$ cat src/rtl/tt_result_acc.sv
// Accumulates per-vector verdicts of a sweep: failure mask, failing-vector
// count, lowest failing index and the final pass flag.
module tt_result_acc (
  input  logic       clk,
  input  logic       rst,
  input  logic       clear,
  input  logic       sample_en,
  input  logic       last,
  input  logic [2:0] index,
  input  logic       mismatch,
  output logic       pass,
  output logic [3:0] err_count,
  output logic [7:0] fail_mask,
  output logic [2:0] first_fail
);

  always_ff @(posedge clk) begin
    if (rst || clear) begin
      pass       <= 1'b0;
      err_count  <= 4'd0;
      fail_mask  <= 8'h00;
      first_fail <= 3'd0;
    end else if (sample_en) begin
      if (mismatch) begin
        fail_mask[index] <= 1'b1;
        err_count        <= err_count + 4'd1;
        if (err_count == 4'd0) first_fail <= index;
      end
      // Verdict for the final vector is folded in here so pass lands with done
      if (last) pass <= (err_count == 4'd0) && !mismatch;
    end
  end

endmodule

$ cat config.mk
export PLATFORM = sky130hd
export DESIGN_NAME = tt_result_acc
export DESIGN_NICKNAME = d
export VERILOG_FILES = /design/src/rtl/tt_result_acc.sv
export SDC_FILE = /design/constraint.sdc
export NUM_CORES = 1
export LEC_CHECK = 0
export CORE_UTILIZATION = 35
export CTS_BUF_LIST = sky130_fd_sc_hd__clkbuf_4
export DETAILED_ROUTE_END_ITERATION = 6
export GPL_ROUTABILITY_DRIVEN = 0
export PLACE_DENSITY = 0.67
export SLEW_MARGIN = 20
export SYNTH_ARGS = -nofsm -noshare
export SYNTH_HDL_FRONTEND = slang
export SYNTH_SLANG_ARGS = --single-unit
$ cat constraint.sdc
create_clock -name clk -period 1.9 [get_ports clk]
set_input_delay 0.285 -clock clk [delete_from_list [all_inputs] [get_ports clk]]
set_output_delay 0.285 -clock clk [all_outputs]
set_load 0.02 [all_outputs]
==> results of run 1 <==
[sequential cells by signal, indices dropped and copies added, names as in the netlist]
name        count
fail_mask       8
pass            1
first_fail      3
err_count       4
[cell families (layout without fill, tap and decap cells)]
group                      Yosys count  in the layout
DFF                                 16             16
buffers and inverters                5             30
AOI/OAI and AO/OA                   18             18
adders and majority gates            2              2
and+or+nand+nor                     31             31
xor gates and xnor gates             2              2
[layout make-up]
class	instances	area, sq um	area share, %
Sequential cell	16	320.3	34.97
Multi-Input combinational cell	53	291.5	31.83
Timing Repair Buffer	24	240.2	26.23
Tap cell	24	30.03	3.279
Clock buffer	3	22.52	2.459
Inverter	2	7.507	0.8197
Clock inverter	1	3.754	0.4098
[cells in the final DEF, fill, tap and decap left out, drive strengths merged, types with 2 or more instances in the layout]
cell type,instances
ha,2
nand2,5
nor2b,2
o21ai,4
a21oi,12
clkbuf,3
clkdlybuf4s50,24
nor2,11
nand3,5
inv,2
dfxtp,16
a31oi,2
or3,2
[power by group through the flow]
stage               logic [mW]  registers, mW  clock network (mW)
floorplan               0.0263          0.355                   0
global placement        0.0649          0.350                   0
detailed placement      0.0653          0.350                   0
CTS                     0.0659          0.342               0.187
global route            0.0720          0.343               0.200
finish                  0.0655          0.342               0.186
[routing by layer]
metal | vias up | track usage (%) | wire [um]
li1 | 303 | - | -
met1 | 261 | 20.75 | 669
met2 | 18 | 22.06 | 611
met3 | 4 | 4.082 | 69
met4 | 0 | 14.55 | 56
met5 | - | 0 | 0
[per-stage QoR]
| stage | utilization, % | area (sq um) | setup slack, ns | hold slack [ns] | power, mW |
|---|---|---|---|---|---|
| 2_1_floorplan | - | 630.6 | 0.4230 | 0.4327 | 0.3812 |
| 3_3_place_gp | 55.81 | 889.6 | 0.3839 | 0.4414 | 0.4147 |
| 3_5_place_dp | 55.81 | 889.6 | 0.3258 | 0.4550 | 0.4153 |
| 4_1_cts | 57.46 | 915.9 | 0.2661 | 0.4683 | 0.5953 |
| 5_1_grt | 57.46 | 915.9 | 0.2063 | 0.4885 | 0.6150 |
| 6_report | 57.46 | 915.9 | 0.2611 | 0.4591 | 0.5933 |
[path summary, 6_finish.rpt]
kind,slack [ns],cells after the start,from,to
worst max-delay path,0.26,1,err_count[2],err_count[2]
worst min-delay path,0.46,2,pass,pass
worst max register to register,0.41,5,err_count[0],pass
worst min register to register,0.46,2,pass,pass
==> impl_metrics.json, run 1 <==
{
  "routed_wl_um": 1407,
  "dieArea_sq_um": 1975,
  "post-route-period-util_pct": 86.26,
  "vias": 586,
  "cts_max_level": 1,
  "drive_gt1_share_pct": 5.051,
  "wire_per_inst_um": 11.44,
  "yosysMostFrequentCell": "dfxtp_1",
  "clock_sinks": 16,
  "path_delay_family": "buffers and inverters",
  "io_buffers": 24,
  "synth_compound_area_share_pct": 14.68,
  "synth_top_family_by_area": "simple AND/OR/NAND/NOR gates",
  "yosys.area.top_type_share_pct": 50.79,
  "yosys.area_share.xor_xnor_pct": 2.778,
  "slew_viol_final": 0,
  "synthSimpleGateAreaFrac_pct": 24.80,
  "clockBufferDepth": 2,
  "hp-class": "flop to flop",
  "ys_seq_area_share_pct": 50.79,
  "synth-adder-area-share_pct": 3.968,
  "grt_usage_pct": 16.20,
  "grt_pass1_vias": 502,
  "p_leak_nw": 0.3198,
  "synth_nets": 85,
  "drt-initial-drc-count": 12,
  "critPathMaxStageDelay_ns": 0.64,
  "endpoint_kind": "output port",
  "grt-ovfl-total": 0,
  "n_fill_cell": 154,
  "area_growth_pct": 45.24,
  "tns_ns": 0,
  "p_int_uw": 448.4,
  "p_sw_share_pct": 24.42,
  "async_flop_share_pct": 0,
  "rsz0062_at_grt": "false",
  "synthMuxAreaShare_pct": 0,
  "crit_type": "flop to output port",
  "cp-start-kind": "flop",
  "synth_top_cell_by_area": "dfxtp_1",
  "drtPass1Iterations": 4,
  "nNetsFinal": 111,
  "crit_required_ns": 1.62,
  "syn_inst": 74,
  "cts_root_buffer": "clkbuf_4",
  "final_cells": 123,
  "crit_chain": "clkdlybuf4s50_1",
  "postRouteAntennaNets": 0,
  "grt_pass1_wl_um": 2221,
  "yosys_register_bits": 16,
  "critical_path.max_fanout": 5,
  "cts_tree": "yes",
  "initial_core_util_pct": 39.56,
  "irDropWorstVdd_uv": 339.4,
  "synth-main-ff-cell": "dfxtp_1",
  "min_period_ns": 1.639,
  "yosys_warnings": 0,
  "finalClockSkew_ns": 0.003234,
  "relSlewSlack_pct": 75.72,
  "die_h_um": 44.45,
  "dieWidth_um": 44.45,
  "drc": 0,
  "clk_transition_reported_paths_ns": 0.09,
  "fmax_ghz": 0.6102,
  "cts_setup_buffers": 0,
  "path_buf_inv": 1,
  "vias_per_cell": 4.764,
  "pin_count": 25,
  "avgSynthCellArea_sq_um": 8.522,
  "p_clk_share_pct": 31.3,
  "ys_top_cells_by_area": "dfxtp_1, a21oi_1, nor2_1",
  "clkLatencyLatePin_ns": 0.29,
  "critical_path.slowest_cell": "clkdlybuf4s50_1",
  "rows": 14,
  "max_slew.worst_pin.slew_ns": 0.3634,
  "powerDensity_nw_per_um2": 647.8,
  "synth_common_cells": "dfxtp_1, a21oi_1, nor2_1",
  "antenna_found_initial": 0,
  "synth-edff-count": 0,
  "hold_viol": 0,
  "grt_max_degree": 17,
  "combPwrFrac_pct": 11.0,
  "hold_buffers": 0,
  "p_seq_share_pct": 57.6,
  "outcome": "complete, no violations",
  "switchingPower_uw": 144.9,
  "postCtsResizedCells": 0,
  "coreArea_sq_um": 1594,
  "cp.arrival_ns": 1.35,
  "dp_cells": 119,
  "ys_types": 20,
  "cts_buffers": 3,
  "max-cap-violations": 0,
  "setup_violations": 0,
  "netlist_area_sq_um": 630.6,
  "antenna_cells": 0
}
Power figures use the tool's default switching activity.
==> run 2: changes to the inputs <==
--- a/config.mk
+++ b/config.mk
@@ -9,6 +9,7 @@
 export CTS_BUF_LIST = sky130_fd_sc_hd__clkbuf_4
 export DETAILED_ROUTE_END_ITERATION = 6
 export GPL_ROUTABILITY_DRIVEN = 0
+export GPL_TIMING_DRIVEN = 0
 export PLACE_DENSITY = 0.67
 export SLEW_MARGIN = 20
 export SYNTH_ARGS = -nofsm -noshare
==> run 2 against run 1 <==
  * Global-route usage down 1.4 points
  * Die area is the same
  * Largest cell class unchanged
  * Worst hold slack worse by 0.0048 ns
  * Cell count rose by 1.6%
  * Total power down 2.5%
  * Sequential cell count unchanged
  * Clock power is 9% lower
  * Clock skew is 0.0079 ns higher
  * Critical path type unchanged
  * Core utilization is 0.47 points higher
==> impl_metrics.json, run 2 (synthesized netlist as in run 1, its figures left out) <==
{
  "die_h_um": 44.45,
  "power_uw": 578.4,
  "multi_input_area_sq_um": 291.5,
  "cp.arrival_ns": 1.33,
  "place_area_sq_um": 900.9,
  "path_delay_family": "buffers and inverters",
  "clock_sinks": 16,
  "crit_chain": "clkdlybuf4s50_1",
  "rows": 14,
  "routed_wl_um": 1342,
  "drc": 0,
  "fmax_ghz": 0.6179,
  "grt_pass1_vias": 486,
  "postCtsResizedCells": 0,
  "hold_buffers": 0,
  "postRouteAntennaNets": 0,
  "cp-start-kind": "flop",
  "cts_max_level": 1,
  "reg2reg_from": "err_count[0]",
  "irDropWorstVdd_uv": 468.9,
  "final_area_sq_um": 923.4,
  "clockBufferDepth": 2,
  "dieWidth_um": 44.45,
  "hp-start": "pass",
  "path_buf_inv": 1,
  "grt-ovfl-total": 0,
  "utilization_pct": 57.93,
  "cts_tree": "yes",
  "crit_start": "err_count[0]",
  "slew_viol_final": 0,
  "coreArea_sq_um": 1594,
  "vias_per_cell": 4.720,
  "post-route-period-util_pct": 85.18,
  "top_register": "fail_mask",
  "grt_usage_pct": 14.79,
  "drt-initial-drc-count": 6,
  "setup_violations": 0,
  "antenna_cells": 0,
  "r2r_setup_slack_ns": 0.43,
  "outcome": "complete, no violations",
  "drive_gt1_share_pct": 4.950,
  "cp_num_cells": 1,
  "hp-class": "flop to flop",
  "initial_core_util_pct": 39.56,
  "pin_count": 25,
  "cts_buffers": 3,
  "min_period_ns": 1.618,
  "critical_path.max_fanout": 5,
  "critical_path.slowest_cell": "clkdlybuf4s50_1",
  "clk_transition_reported_paths_ns": 0.09,
  "r2r_cells": 5,
  "p_leak_nw": 0.3218,
  "rsz0062_at_grt": "false",
  "io_buffers": 24,
  "r2r_end": "pass",
  "largest_register_ffs": 8,
  "endpoint": "err_count[0]",
  "hold_viol": 0,
  "powerDensity_nw_per_um2": 626.4,
  "cts_setup_buffers": 0,
  "area_growth_pct": 46.43,
  "cts_root_buffer": "clkbuf_4",
  "hpwl_um": 985.1,
  "critPathMaxStageDelay_ns": 0.64,
  "crit_required_ns": 1.62,
  "most-common-layout-cells": "clkdlybuf4s50_1, dfxtp_1, a21oi_1",
  "finalClockSkew_ns": 0.01118,
  "drtPass1Iterations": 2,
  "final_common_cell": "clkdlybuf4s50_1",
  "tns_ns": 0,
  "n_fill_cell": 153,
  "dieArea_sq_um": 1975,
  "dp_slack_ns": 0.1773,
  "relSlewSlack_pct": 72.44,
  "layout_setup_ws_ns": 0.2816,
  "wire_per_inst_um": 10.74,
  "endpoint_kind": "output port",
  "nNetsFinal": 114,
  "grt_max_degree": 11,
  "grt_pass1_wl_um": 2035,
  "clkLatencyLatePin_ns": 0.28,
  "antenna_found_initial": 0,
  "reg_top3": "fail_mask (8), err_count (4), first_fail (3)",
  "regArea_sq_um": 320.3,
  "max_slew.worst_pin.slew_ns": 0.4135,
  "vias": 590,
  "crit_type": "flop to output port",
  "max-cap-violations": 0
}
-- run 2: final cells by class --
class | count | area share [%]
multi-input combinational | 53 | 31.57
timing repair buffer | 24 | 26.02
clock buffer | 3 | 2.439
sequential | 16 | 34.69
buffer | 3 | 1.220
inverter | 2 | 0.8130
tap | 24 | 3.252
-- run 2: worst min path at each step --
stage / slack [ns] / endpoint / cells after the start
floorplan: 0.43 / first_fail[0] / 2
global placement: 0.44 / pass / 2
detailed placement: 0.44 / pass / 2
CTS: 0.46 / pass / 2
global route: 0.47 / pass / 2
finish: 0.45 / pass / 2
-- run 2: stage by stage --
step	instances	hold slack [ns]
floorplan	74	0.4327
global placement	122	0.4423
detailed placement	122	0.4435
CTS	125	0.4562
global route	125	0.4683
finish	125	0.4543
-- run 2: worst reg2reg max path, stage by stage (launching register included) --
cell and delay [ns]:
dfxtp_1 0.36, inv_1 0.08, ha_1 0.14, or3b_4 0.39
or3_1 0.31, a21oi_1 0.14
-- run 2: power by group --
| part | internal [mW] | total, mW | switching, mW |
|---|---|---|---|
| Combinational | 0.0339 | 0.0673 | 0.0335 |
| Clock | 0.0735 | 0.169 | 0.0956 |
| Sequential | 0.339 | 0.342 | 0.00278 |
| Total | 0.447 | 0.578 | 0.132 |
-- run 2: metal layers --
metal	track usage (%)	routed length, um	vias to the layer above
met1	16.83	643	264
met2	22.65	606	15
met5	0	0	-
met3	7.755	72	2
met4	7.273	20	0
li1	-	-	309
==> run 3: changes to the inputs <==
--- a/config.mk
+++ b/config.mk
@@ -11,6 +11,7 @@
 export GPL_ROUTABILITY_DRIVEN = 0
 export GPL_TIMING_DRIVEN = 0
 export PLACE_DENSITY = 0.67
+export REMOVE_ABC_BUFFERS = 1
 export SLEW_MARGIN = 20
 export SYNTH_ARGS = -nofsm -noshare
 export SYNTH_HDL_FRONTEND = slang
==> run 3 against run 2 <==
  * Clock power increased by 12%
  * Clock skew decreased by 0.0072 ns
  * Combinational power decreased by 2%
  * Highest routed layer unchanged
==> impl_metrics.json, run 3 (synthesized netlist as in run 1, its figures left out) <==
{
  "switchingPower_uw": 148.1,
  "crit_type": "flop to output port",
  "pin_count": 25,
  "drt-initial-drc-count": 7,
  "clock_sinks": 16,
  "powerDensity_nw_per_um2": 651.4,
  "postRouteAntennaNets": 0,
  "cts_max_level": 1,
  "endpoint": "err_count[2]",
  "vias_per_cell": 4.748,
  "irDropWorstVdd_uv": 483.9,
  "crit_required_ns": 1.62,
  "hold_buffers": 0,
  "grt_pass1_vias": 538,
  "antenna_cells": 0,
  "path_delay_family": "buffers and inverters",
  "drc": 0,
  "critical_path.slowest_cell": "clkdlybuf4s50_1",
  "clkLatencyLatePin_ns": 0.29,
  "regArea_sq_um": 320.3,
  "crit_start": "err_count[2]",
  "min_period_ns": 1.642,
  "grt-ovfl-total": 0,
  "p_sw_share_pct": 24.83,
  "final_area_sq_um": 915.9,
  "grt_max_degree": 17,
  "cts_root_buffer": "clkbuf_4",
  "most-common-layout-cells": "clkdlybuf4s50_1, dfxtp_1, a21oi_1",
  "final_common_cell": "clkdlybuf4s50_1",
  "rows": 14,
  "dieArea_sq_um": 1975,
  "drtPass1Iterations": 4,
  "wire_per_inst_um": 11.67,
  "r2r_setup_slack_ns": 0.40,
  "multi_input_area_sq_um": 291.5,
  "cts_tree": "yes",
  "p_clk_share_pct": 31.6,
  "crit_chain": "clkdlybuf4s50_1",
  "hp-class": "flop to flop",
  "routed_wl_um": 1436,
  "endpoint_kind": "output port",
  "hold_viol": 0,
  "path_buf_inv": 1,
  "max_slew.worst_pin.slew_ns": 0.3476,
  "reg2reg_from": "err_count[0]",
  "place_area_sq_um": 889.6,
  "layout_setup_ws_ns": 0.2580,
  "io_buffers": 24,
  "cp.arrival_ns": 1.36,
  "n_fill_cell": 150,
  "relSlewSlack_pct": 76.77,
  "grt_usage_pct": 16.67,
  "postCtsResizedCells": 0,
  "slew_viol_final": 0,
  "p_leak_nw": 0.3198,
  "p_int_uw": 448.5,
  "r2r_end": "pass",
  "critPathMaxStageDelay_ns": 0.64,
  "cts_buffers": 3,
  "reg_top3": "fail_mask (8), err_count (4), first_fail (3)",
  "cts_setup_buffers": 0,
  "area_growth_pct": 45.24,
  "antenna_found_initial": 0,
  "rsz0062_at_grt": "false",
  "p_seq_share_pct": 57.3,
  "critical_path.max_fanout": 5,
  "max-cap-violations": 0,
  "nNetsFinal": 111,
  "vias": 584,
  "top_register": "fail_mask",
  "largest_register_ffs": 8,
  "dieWidth_um": 44.45,
  "finalClockSkew_ns": 0.003990,
  "initial_core_util_pct": 39.56,
  "clk_transition_reported_paths_ns": 0.09,
  "cp_num_cells": 1,
  "dp_slack_ns": 0.3014,
  "hpwl_um": 1054,
  "r2r_cells": 5,
  "combPwrFrac_pct": 11.1,
  "clockBufferDepth": 2,
  "cp-start-kind": "flop",
  "tns_ns": 0,
  "outcome": "complete, no violations",
  "coreArea_sq_um": 1594,
  "drive_gt1_share_pct": 5.051,
  "fmax_ghz": 0.6090,
  "setup_violations": 0,
  "grt_pass1_wl_um": 2373,
  "die_h_um": 44.45,
  "post-route-period-util_pct": 86.42
}
[run 3: cell count changes in the layout (fill, tap and decap cells not counted)]
cell	change
clkbuf_1	-3
clkinv_1	+1
[run 3: per-layer routing]
layer  track usage [%]  wire length, um
met1             20.91              695
met5                 0                0
met4             9.091               22
met2             26.47              683
met3             3.673               35
[run 3: layout make-up]
cell class                      instances  area share [%]
Sequential cell                        16           34.97
Multi-Input combinational cell         53           31.83
Timing Repair Buffer                   24           26.23
Tap cell                               24           3.279
Clock buffer                            3           2.459
Inverter                                2          0.8197
Clock inverter                          1          0.4098
[run 3: metrics by stage]
step	util, %	hold WS (ns)	std cells	power (mW)
finish	57.46	0.4721	123	0.5966
global route	57.46	0.5032	123	0.6180
global placement	55.81	0.4457	119	0.4148
CTS	57.46	0.4775	123	0.5984
detailed placement	55.81	0.4599	119	0.4159
floorplan	-	0.4327	71	0.3794
[run 3: how the worst min path moves through the flow]
stage | startpoint | endpoint | cells after the start
final | pass | pass | 2
after global routing | pass | pass | 2
after CTS | pass | pass | 2
after detailed placement | fail_mask[3] | fail_mask[3] | 2
after global placement | pass | pass | 2
after floorplan | index[0] | first_fail[0] | 2
[run 3: power by group through the flow]
stage                     logic (mW)  registers, mW  clock network, mW
after CTS                     0.0662          0.342              0.190
after detailed placement      0.0660          0.350                  0
after global routing          0.0730          0.343              0.202
after global placement        0.0650          0.350                  0
after floorplan               0.0246          0.355                  0
final                         0.0660          0.342              0.189
